`src/rtl/pmod_spi_master_pkg.sv`:
```
// Shared types and defaults for the PMOD SPI master: FSM state encoding and
// default geometry.
package pmod_spi_master_pkg;

  localparam int CLK_DIV_DEFAULT = 4;
  localparam int DATA_W_DEFAULT  = 8;

  typedef enum logic [2:0] {
    ST_IDLE      = 3'd0,
    ST_SETUP     = 3'd1,
    ST_SHIFT     = 3'd2,
    ST_WAIT_NEXT = 3'd3,
    ST_HOLD      = 3'd4,
    ST_GAP       = 3'd5
  } state_t;

endpackage

```
`src/rtl/pmod_spi_master_if.sv`:
```
// Byte handshake between the MicroBlaze-side logic (master modport) and the
// SPI engine (slave modport).
interface pmod_spi_master_if
  import pmod_spi_master_pkg::*;
#(
  parameter int DATA_W = DATA_W_DEFAULT
) ();

  logic [DATA_W-1:0] tx_data;
  logic              tx_last;
  logic              tx_valid;
  logic              tx_ready;
  logic [DATA_W-1:0] rx_data;
  logic              rx_valid;

  modport master (
    output tx_data, tx_last, tx_valid,
    input  tx_ready, rx_data, rx_valid
  );

  modport slave (
    input  tx_data, tx_last, tx_valid,
    output tx_ready, rx_data, rx_valid
  );

endinterface

```
`src/rtl/pmod_spi_master_clk_tick.sv`:
```
// SCK half-period timer: o_tick is high on the last clk of each half-period;
// i_clr parks the count at zero.
module spi_clk_tick
  import pmod_spi_master_pkg::*;
#(
  parameter int CLK_DIV = CLK_DIV_DEFAULT
) (
  input  logic clk,
  input  logic rst_n,
  input  logic i_clr,
  output logic o_tick
);

  localparam int CW = $clog2(CLK_DIV);

  logic [CW-1:0] r_cnt;
  logic          w_at_end;

  assign w_at_end = (r_cnt == CW'(CLK_DIV - 1));
  assign o_tick   = w_at_end & ~i_clr;

  always_ff @(posedge clk or negedge rst_n) begin
    if (!rst_n) begin
      r_cnt <= '0;
    end else if (i_clr || w_at_end) begin
      r_cnt <= '0;
    end else begin
      r_cnt <= r_cnt + 1'b1;
    end
  end

endmodule

```
`src/rtl/pmod_spi_master.sv`:
```
// Byte-wide SPI master, MSB first, all four CPOL/CPHA modes, feeding the PMOD
// port mux. Shift registers and the FSM live here; timing comes from spi_clk_tick.
module pmod_spi_master
  import pmod_spi_master_pkg::*;
#(
  parameter int CLK_DIV = CLK_DIV_DEFAULT,
  parameter int DATA_W  = DATA_W_DEFAULT
) (
  input  logic               clk,
  input  logic               rst_n,
  pmod_spi_master_if.slave   bus,
  input  logic               i_cpol,
  input  logic               i_cpha,
  output logic               o_busy,
  output logic               o_spi_ss,
  output logic               o_spi_mosi,
  input  logic               i_spi_miso,
  output logic               o_spi_sck
);

  localparam int BW  = $clog2(DATA_W + 1);
  localparam int MSB = DATA_W - 1;

  state_t            r_state;
  logic              r_cpha;
  logic              r_last;
  logic              r_lead;
  logic [BW-1:0]     r_bit;
  logic [DATA_W-1:0] r_tx;
  logic [DATA_W-1:0] r_rx;
  logic [DATA_W-1:0] r_rx_data;
  logic              r_rx_valid;
  logic              r_tx_ready;
  logic              r_busy;
  logic              r_ss;
  logic              r_sck;
  logic              r_mosi;

  logic              w_tick;
  logic              w_clr;
  logic              w_accept;
  logic              w_last_bit;
  logic [DATA_W-1:0] w_sample;

  // The timer only runs in states that wait out a half-period.
  assign w_clr      = (r_state == ST_IDLE) || (r_state == ST_WAIT_NEXT);
  assign w_accept   = bus.tx_valid & r_tx_ready;
  assign w_last_bit = (r_bit == BW'(DATA_W - 1));
  assign w_sample   = {r_rx[DATA_W-2:0], i_spi_miso};

  spi_clk_tick #(.CLK_DIV(CLK_DIV)) u_tick (
    .clk    (clk),
    .rst_n  (rst_n),
    .i_clr  (w_clr),
    .o_tick (w_tick)
  );

  always_ff @(posedge clk or negedge rst_n) begin
    if (!rst_n) begin
      r_state    <= ST_IDLE;
      r_cpha     <= 1'b0;
      r_last     <= 1'b0;
      r_lead     <= 1'b1;
      r_bit      <= '0;
      r_tx       <= '0;
      r_rx       <= '0;
      r_rx_data  <= '0;
      r_rx_valid <= 1'b0;
      r_tx_ready <= 1'b0;
      r_busy     <= 1'b0;
      r_ss       <= 1'b1;
      r_sck      <= 1'b0;
      r_mosi     <= 1'b0;
    end else begin
      r_rx_valid <= 1'b0;
      case (r_state)
        ST_IDLE: begin
          r_tx_ready <= 1'b1;
          r_sck      <= i_cpol;
          if (w_accept) begin
            r_cpha     <= i_cpha;
            r_tx       <= bus.tx_data;
            r_last     <= bus.tx_last;
            r_bit      <= '0;
            r_lead     <= 1'b1;
            if (!i_cpha) r_mosi <= bus.tx_data[MSB];
            r_tx_ready <= 1'b0;
            r_ss       <= 1'b0;
            r_busy     <= 1'b1;
            r_state    <= ST_SETUP;
          end
        end
        ST_SETUP: begin
          if (w_tick) r_state <= ST_SHIFT;
        end
        ST_SHIFT: begin
          if (w_tick) begin
            r_sck  <= ~r_sck;
            r_lead <= ~r_lead;
            if (r_lead) begin
              if (!r_cpha) begin
                r_rx <= w_sample;
              end else begin
                r_mosi <= r_tx[MSB];
                r_tx   <= r_tx << 1;
              end
            end else begin
              if (r_cpha) begin
                r_rx <= w_sample;
              end else if (!w_last_bit) begin
                r_mosi <= r_tx[MSB-1];
                r_tx   <= r_tx << 1;
              end
              if (w_last_bit) begin
                // cpha=1 takes its final bit on this very edge.
                r_rx_data  <= r_cpha ? w_sample : r_rx;
                r_rx_valid <= 1'b1;
                if (r_last) begin
                  r_state <= ST_HOLD;
                end else begin
                  r_tx_ready <= 1'b1;
                  r_state    <= ST_WAIT_NEXT;
                end
              end else begin
                r_bit <= r_bit + 1'b1;
              end
            end
          end
        end
        ST_WAIT_NEXT: begin
          if (w_accept) begin
            r_tx       <= bus.tx_data;
            r_last     <= bus.tx_last;
            r_bit      <= '0;
            r_lead     <= 1'b1;
            if (!r_cpha) r_mosi <= bus.tx_data[MSB];
            r_tx_ready <= 1'b0;
            r_state    <= ST_SETUP;
          end
        end
        ST_HOLD: begin
          if (w_tick) begin
            r_ss    <= 1'b1;
            r_state <= ST_GAP;
          end
        end
        ST_GAP: begin
          if (w_tick) begin
            r_busy  <= 1'b0;
            r_state <= ST_IDLE;
          end
        end
        default: r_state <= ST_IDLE;
      endcase
    end
  end

  assign bus.tx_ready = r_tx_ready;
  assign bus.rx_data  = r_rx_data;
  assign bus.rx_valid = r_rx_valid;
  assign o_busy       = r_busy;
  assign o_spi_ss     = r_ss;
  assign o_spi_sck    = r_sck;
  assign o_spi_mosi   = r_mosi;

endmodule

```
`src/flat_wrapper.sv`:
```
// flat-port wrapper written by rule: the top's interface ports become plain ports
module pmod_spi_master_flat import pmod_spi_master_pkg::*;
#(
  parameter int CLK_DIV = CLK_DIV_DEFAULT,
  parameter int DATA_W  = DATA_W_DEFAULT
)
  (clk, rst_n, i_cpol, i_cpha, o_busy, o_spi_ss, o_spi_mosi, i_spi_miso, o_spi_sck, bus_tx_data, bus_tx_last, bus_tx_valid, bus_tx_ready, bus_rx_data, bus_rx_valid);
  pmod_spi_master_if #(.DATA_W(DATA_W)) bus_i ();
  input  logic clk;
  input  logic rst_n;
  input  logic i_cpol;
  input  logic i_cpha;
  output logic o_busy;
  output logic o_spi_ss;
  output logic o_spi_mosi;
  input  logic i_spi_miso;
  output logic o_spi_sck;
  input wire logic [$bits(bus_i.tx_data)-1:0] bus_tx_data;
  input wire logic [$bits(bus_i.tx_last)-1:0] bus_tx_last;
  input wire logic [$bits(bus_i.tx_valid)-1:0] bus_tx_valid;
  output wire logic [$bits(bus_i.tx_ready)-1:0] bus_tx_ready;
  output wire logic [$bits(bus_i.rx_data)-1:0] bus_rx_data;
  output wire logic [$bits(bus_i.rx_valid)-1:0] bus_rx_valid;
  assign bus_i.tx_data = bus_tx_data;
  assign bus_i.tx_last = bus_tx_last;
  assign bus_i.tx_valid = bus_tx_valid;
  assign bus_tx_ready = bus_i.tx_ready;
  assign bus_rx_data = bus_i.rx_data;
  assign bus_rx_valid = bus_i.rx_valid;
  pmod_spi_master #(.CLK_DIV(CLK_DIV), .DATA_W(DATA_W)) u_core (.clk(clk), .rst_n(rst_n), .bus(bus_i), .i_cpol(i_cpol), .i_cpha(i_cpha), .o_busy(o_busy), .o_spi_ss(o_spi_ss), .o_spi_mosi(o_spi_mosi), .i_spi_miso(i_spi_miso), .o_spi_sck(o_spi_sck));
endmodule
```
`config.mk`:
```
export PLATFORM = sky130hd
export DESIGN_NAME = pmod_spi_master_flat
export DESIGN_NICKNAME = d
export VERILOG_FILES = /design/src/rtl/pmod_spi_master_pkg.sv /design/src/rtl/pmod_spi_master_if.sv /design/src/rtl/pmod_spi_master_clk_tick.sv /design/src/rtl/pmod_spi_master.sv /design/src/flat_wrapper.sv
export SDC_FILE = /design/constraint.sdc
export NUM_CORES = 1
export LEC_CHECK = 0
export BUFFER_PORTS_ARGS = -buffer_cell sky130_fd_sc_hd__buf_4
export CORE_ASPECT_RATIO = 0.8
export CORE_UTILIZATION = 60
export CTS_CLUSTER_DIAMETER = 150
export CTS_CLUSTER_SIZE = 12
export DETAILED_ROUTE_END_ITERATION = 10
export GPL_TIMING_DRIVEN = 0
export PLACE_DENSITY = 0.84
export SLEW_MARGIN = 5
export SYNTH_ARGS = -nofsm -noshare
export SYNTH_HDL_FRONTEND = slang
export SYNTH_HIERARCHICAL = 1
export SYNTH_SLANG_ARGS = --single-unit
```
`constraint.sdc`:
```
create_clock -name clk -period 3.8 [get_ports clk]
set_input_delay 0.76 -clock clk [delete_from_list [all_inputs] [get_ports clk]]
set_output_delay 0.76 -clock clk [all_outputs]
set_load 0.005 [all_outputs]
```
After elaboration in Yosys (flattened, before gate mapping) --
Index checks and enable logic that the tools add are counted.
Storage, ports and cells: flip-flop bits (word level) 42, bits of input ports 15, output and inout bits 14, word-level logic and storage cells 123
Cells by class: $add $sub $neg 2, equal/unequal tests 24, mux-type cells 55, bitwise operators 5, reduce and logical (&&, ||, !) cells 22
Operators with widths (count):
- two-way mux 8 bit | 9
- two-way mux 1 bit | 24
- two-way mux 3 bit | 8
- != test 2 bit, second input constant | 10
- two-way mux 4 bit | 4
- case mux 8 bit (2 select lines) | 1
- case mux 3 bit (5 select lines) | 1
- AND reduction 3 bit | 4
- AND reduction 6 bit | 2
- AND reduction 9 bit | 1
- != test 2 x 1 -> 1 bit, second input constant | 4
- case mux 1 bit (2 select lines) | 4
- case mux 4 bit (2 select lines) | 1
- nonzero test 2 bit | 4
- AND reduction 7 bit | 1
- == test 3 x 2 -> 1 bit, second input constant | 2
- == test 3 bit, second input constant | 2
- != test 3 x 2 -> 1 bit, second input constant | 2
- case mux 1 bit (3 select lines) | 2
- AND reduction 2 bit | 3
- AND reduction 5 bit | 1
- adder 4 x 1 -> 4 bit, second input constant | 1
- == test 4 x 3 -> 1 bit, second input constant | 1
- AND reduction 4 bit | 1
- 11 further kinds | 15

Longest topological paths before layout --
depth after elaboration 6, gate-level depth with buffers 9, gate-level depth less buffers 7

Cells and area by module --
The synthesis kept the hierarchy.
By module, submodules not included:
- pmod_spi_master | times used 1, cells each 183, area an instance 2079.5 µm², seq. area each 1003.5 µm²
- spi_clk_tick | times used 1, cells each 6, area an instance 86.3 µm², seq. area each 50.0 µm²

Worst setup path after synthesis --
No wires, ideal clock.
path kind flip-flop to flip-flop, start point register u_core.r_state[1], end point register u_core.r_bit[3], library setup time 0.121 ns, arrival time 2.163 ns, data required time 3.679 ns, setup slack 1.516 ns, stages on the path, launching flop included 10, buffers on the path 2, clock period less this slack 2.284 ns, path through dfrtp_1 buf_2 xor2_2 nor2_2 nor2b_1 clkbuf_2 nand2b_4 or4_1 a221o_1 a22o_1
On the way: longest elaborated chain between the ends 6, elaborated cells between the ends (all ways) 14, classes of those cells 6 x eq/ne; 1 x mux; 2 x bitwise; 5 x reduce/logical
Ends and longest elaborated chain:
- from (decl) | line pmod_spi_master.sv:24 | state_t r_state;
- from (signal assigned) | line pmod_spi_master.sv:60 | r_state <= ST_IDLE;
- from (signal assigned) | line pmod_spi_master.sv:90 | r_state <= ST_SETUP;
- from (signal assigned) | line pmod_spi_master.sv:94 | if (w_tick) r_state <= ST_SHIFT;
- == test 3 x 2 -> 1 bit or zero test 3 bit (tied branches) | line pmod_spi_master.sv:46 | assign w_clr = (r_state == ST_IDLE) || (r_state == ST_WAIT_NEXT);
- logical OR 1 bit * | line pmod_spi_master.sv:46
- via u_core.w_clr | line pmod_spi_master.sv:40 | logic w_clr;
- NOT 1 bit * | line pmod_spi_master_clk_tick.sv:20 | assign o_tick = w_at_end & ~i_clr;
- AND 1 bit * | line pmod_spi_master_clk_tick.sv:20
- via u_core.w_tick | line pmod_spi_master.sv:39 | logic w_tick;
- != test 2 bit (no source line) *
- AND reduction 5 bit (no source line) *
- to (signal assigned) | line pmod_spi_master.sv:125 | r_bit <= r_bit + 1'b1;
- to (decl) | line pmod_spi_master.sv:28 | logic [BW-1:0] r_bit;
The timed path passes the listed nets; every way through them passes the cells marked *. A chain may end at the register's enable or synchronous reset.

Worst setup path in the final report --
Same ends and word-level chain as after synthesis.

==> results.toml <==
[status]
status = "complete, no violations"

[die]
ios = 29
coreArea_sq_um = 3450
die_height_um = 55.7
initial_core_util_pct = 62.8
die-width_um = 69.2
row_count = 19
die_area_sq_um = 3860

[yosys]
syn_inst = 189
synth_top_family_by_area = "multiplexers"
synth.area.top_cells = "dfrtp_1, mux2_2, dfstp_2"
syn_area_per_cell_sq_um = 11.5
synth_top_cell_by_area = "dfrtp_1"
netlist_area_sq_um = 2170
synth.top_cell.area_share_pct = 46.2
async_reset_ff_share_pct = 100
synth_mux_area_share_pct = 21.2
synth_edf_count = 0
yosys.cell_types.count = 48
yosysSeqAreaShare_pct = 48.6
ys_seq_elements = 42
synth-compound-area-share_pct = 11.3
synth_fp_nets = 206
synthSimpleGateAreaFrac_pct = 13.6
synthAdderAreaFrac_pct = 1.16
yosys_warnings = 6
synthXorXnorAreaFrac_pct = 1.16
synth-main-ff-cell = "dfrtp_1"

[finish]
fin_nets = 241
antenna_cells = 0
final_core_utilization_pct = 73.2
syn2layout_area_growth_pct = 16.5
drive_above_1_share_pct = 39.6

[placement]
dpl.hpwl_um = 2990
gp_congestion = 0.893
io_buffers = 28

[timing]
final_max_slew_viol_count = 0
hold_viol = 0
rsz0062_at_grt = "false"
setup_viol = 0
clock_skew_ns = 0.00500
fin_tns_setup_ns = 0
hold_ws_ns = 0.430
finalCritPeriodShare_pct = 67.7
min_period_ns = 2.57
relSlewSlack_pct = 61.8
max_freq_mhz = 389
worst_slew_pin_slew_ns = 0.573

[hold_path]
min_path_type = "primary input to asynchronous set/reset pin"

[global_routing]
grt_pass1_vias = 1597
grt_overflow_total = 0
antenna_found_initial = 0
grt_pass1_wl_um = 7380
grt_max_degree = 43
grt_use_total_pct = 24.6

[critical_path]
crit_family = "simple AND/OR/NAND/NOR gates"
crit_arrival_ns = 2.75
reg2reg_slack_ns = 1.23
crit_fanout = 11
path_class = "flop to flop"
rr_startpoint = "u_core/r_state[1]"
required_ns = 3.98
cp-end-kind = "flop"
start_kind = "flop"
crit_buf_inv = 2
path_cells = "buf_2 > xor2_2 > nor2_2 > nor2b_1 > clkbuf_2 > nand2b_4 > or4_1 > a221o_1 > a22o_1"
max_stage_delay_ns = 0.47
critical-path-slowest-cell = "or4_1"
r2r-end = "u_core/r_bit[3]"
worst-r2r-cell-count = 9

[pwr]
leakagePower_nw = 1.20
power_w = 0.00165
clock_power_share_pct = 18.1
p_sw_w = 0.000597
power_density_nw_per_um2 = 654
seq_power_share_pct = 38.2
swShare_pct = 36.2
peakVddDrop_v = 0.000446
power_frac_comb_pct = 43.8
p_int_w = 0.00105

[routing]
wirelength_um = 4290
drt-vias-per-instance = 5.97
drt_pass1_iterations = 5
vias = 1594
drt_first_iter_violations = 197
drc = 0
wl_per_cell_um = 16.1
ant_nets = 0

[run]
maxCapViolations = 0

[clock_tree]
root_buffer = "clkbuf_8"
cts_hold_buf = 0
insertion_delay_ns = 0.30
cts_max_level = 2
cts_setup_buffers = 0
clock_path_buffers = 2
cts_resized = 0
cts_num_sinks = 42
cts-buffers-inserted = 5
clk_transition_reported_paths_ns = 0.08
cts_tree = "done"
[layer usage]
metal  share of wire [%]  up-vias  global-route usage (%)
met4                 1.4        0                    13.4
li1                    -      759                       -
met5                   0        -                       0
met2                  47       66                    37.4
met1                  45      759                    32.9
met3                 6.4       10                    5.43
[power by group through the flow]
| stage | clock network (W) | logic (W) | registers (W) |
|---|---|---|---|
| after floorplan | 0 | 0.000559 | 0.000621 |
| after global placement | 0 | 0.000683 | 0.000631 |
| after global routing | 0.000324 | 0.000800 | 0.000644 |
| after detailed placement | 0 | 0.000709 | 0.000637 |
| after CTS | 0.000307 | 0.000719 | 0.000629 |
| final | 0.000298 | 0.000722 | 0.000629 |
[worst max-delay path by stage]
| stage | cells after the start | slack (ns) | from | to |
|---|---|---|---|---|
| after floorplan | 9 | 1.52 | u_core/r_state[1] | u_core/r_bit[3] |
| after global placement | 9 | 1.31 | u_core/r_state[1] | u_core/r_bit[3] |
| after detailed placement | 9 | 1.25 | u_core/r_state[1] | u_core/r_bit[3] |
| after CTS | 9 | 1.24 | u_core/r_state[1] | u_core/r_bit[3] |
| after global routing | 9 | 1.05 | u_core/r_state[1] | u_core/r_bit[3] |
| final | 9 | 1.23 | u_core/r_state[1] | u_core/r_bit[3] |
[layout make-up]
class / count / area, sq um
fill: 229 / 923
multi-input combinational: 132 / 1050
tap: 42 / 52.6
buffer: 9 / 40.0
clock inverter: 2 / 12.5
clock buffer: 6 / 82.6
timing repair buffer: 28 / 210
inverter: 6 / 22.5
sequential: 42 / 1050
[cells in the mapped netlist, types with 3 or more instances]
master / count
a21oi_1: 9
clkbuf_1: 3
nor2_1: 9
inv_1: 6
nand3_1: 8
nor3_1: 3
dfrtp_1: 40
mux2_2: 38
a221o_1: 3
o21ai_0: 9
nand2_1: 10
buf_2: 4
a31oi_1: 3
[stage by stage]
step	instance area [sq um]	cells	worst slack (ns)
2_1_floorplan	2170	189	1.52
3_3_place_gp	2430	259	1.31
3_5_place_dp	2430	259	1.25
4_1_cts	2520	267	1.24
5_1_grt	2520	267	1.05
6_report	2520	267	1.23
[cell usage in the layout (no fill, tap or decap), types with 2 or more instances in the layout]
cell / instances
a21o_1: 2
a21oi_1: 9
a221o_1: 3
a31oi_1: 3
and2_1: 2
buf_2: 4
buf_4: 28
clkbuf_1: 3
clkbuf_8: 6
dfrtp_1: 40
dfstp_2: 2
ha_1: 2
inv_1: 6
mux2_2: 38
mux2i_1: 2
nand2_1: 10
nand2b_1: 2
nand3_1: 8
nand3b_1: 2
nor2_1: 9
nor2b_1: 2
nor3_1: 3
nor4b_1: 2
o21ai_0: 9
[cells by family (layout without fill, tap and decap cells)]
| logic type | count (synthesis) | after routing |
|---|---|---|
| adder cells (fa/ha/maj) | 2 | 2 |
| multiplexers | 41 | 41 |
| flip-flops | 42 | 42 |
| AND/OR/NAND/NOR | 51 | 51 |
| AO/OA/AOI/OAI | 36 | 36 |
| buffers and inverters | 15 | 51 |
| XOR/XNOR | 2 | 2 |
[worst reg2reg max path, cell delays in order (launching register included)]
cell,delay [ns]
dfrtp_1,0.36
buf_2,0.18
xor2_2,0.29
nor2_2,0.17
nor2b_1,0.14
clkbuf_2,0.24
nand2b_4,0.09
or4_1,0.47
a221o_1,0.31
a22o_1,0.21
[flip-flops by register name, indices dropped and copies added, names as in the netlist]
| register | count |
|---|---|
| u_core/bus.rx_data | 8 |
| u_core/bus.rx_valid | 1 |
| u_core/bus.tx_ready | 1 |
| u_core/o_busy | 1 |
| u_core/o_spi_mosi | 1 |
| u_core/o_spi_sck | 1 |
| u_core/o_spi_ss | 1 |
| u_core/r_bit | 4 |
| u_core/r_cpha | 1 |
| u_core/r_last | 1 |
| u_core/r_lead | 1 |
| u_core/r_rx | 8 |
| u_core/r_state | 3 |
| u_core/r_tx | 8 |
| u_core/u_tick/r_cnt | 2 |
(Power assumes the default switching activity.)
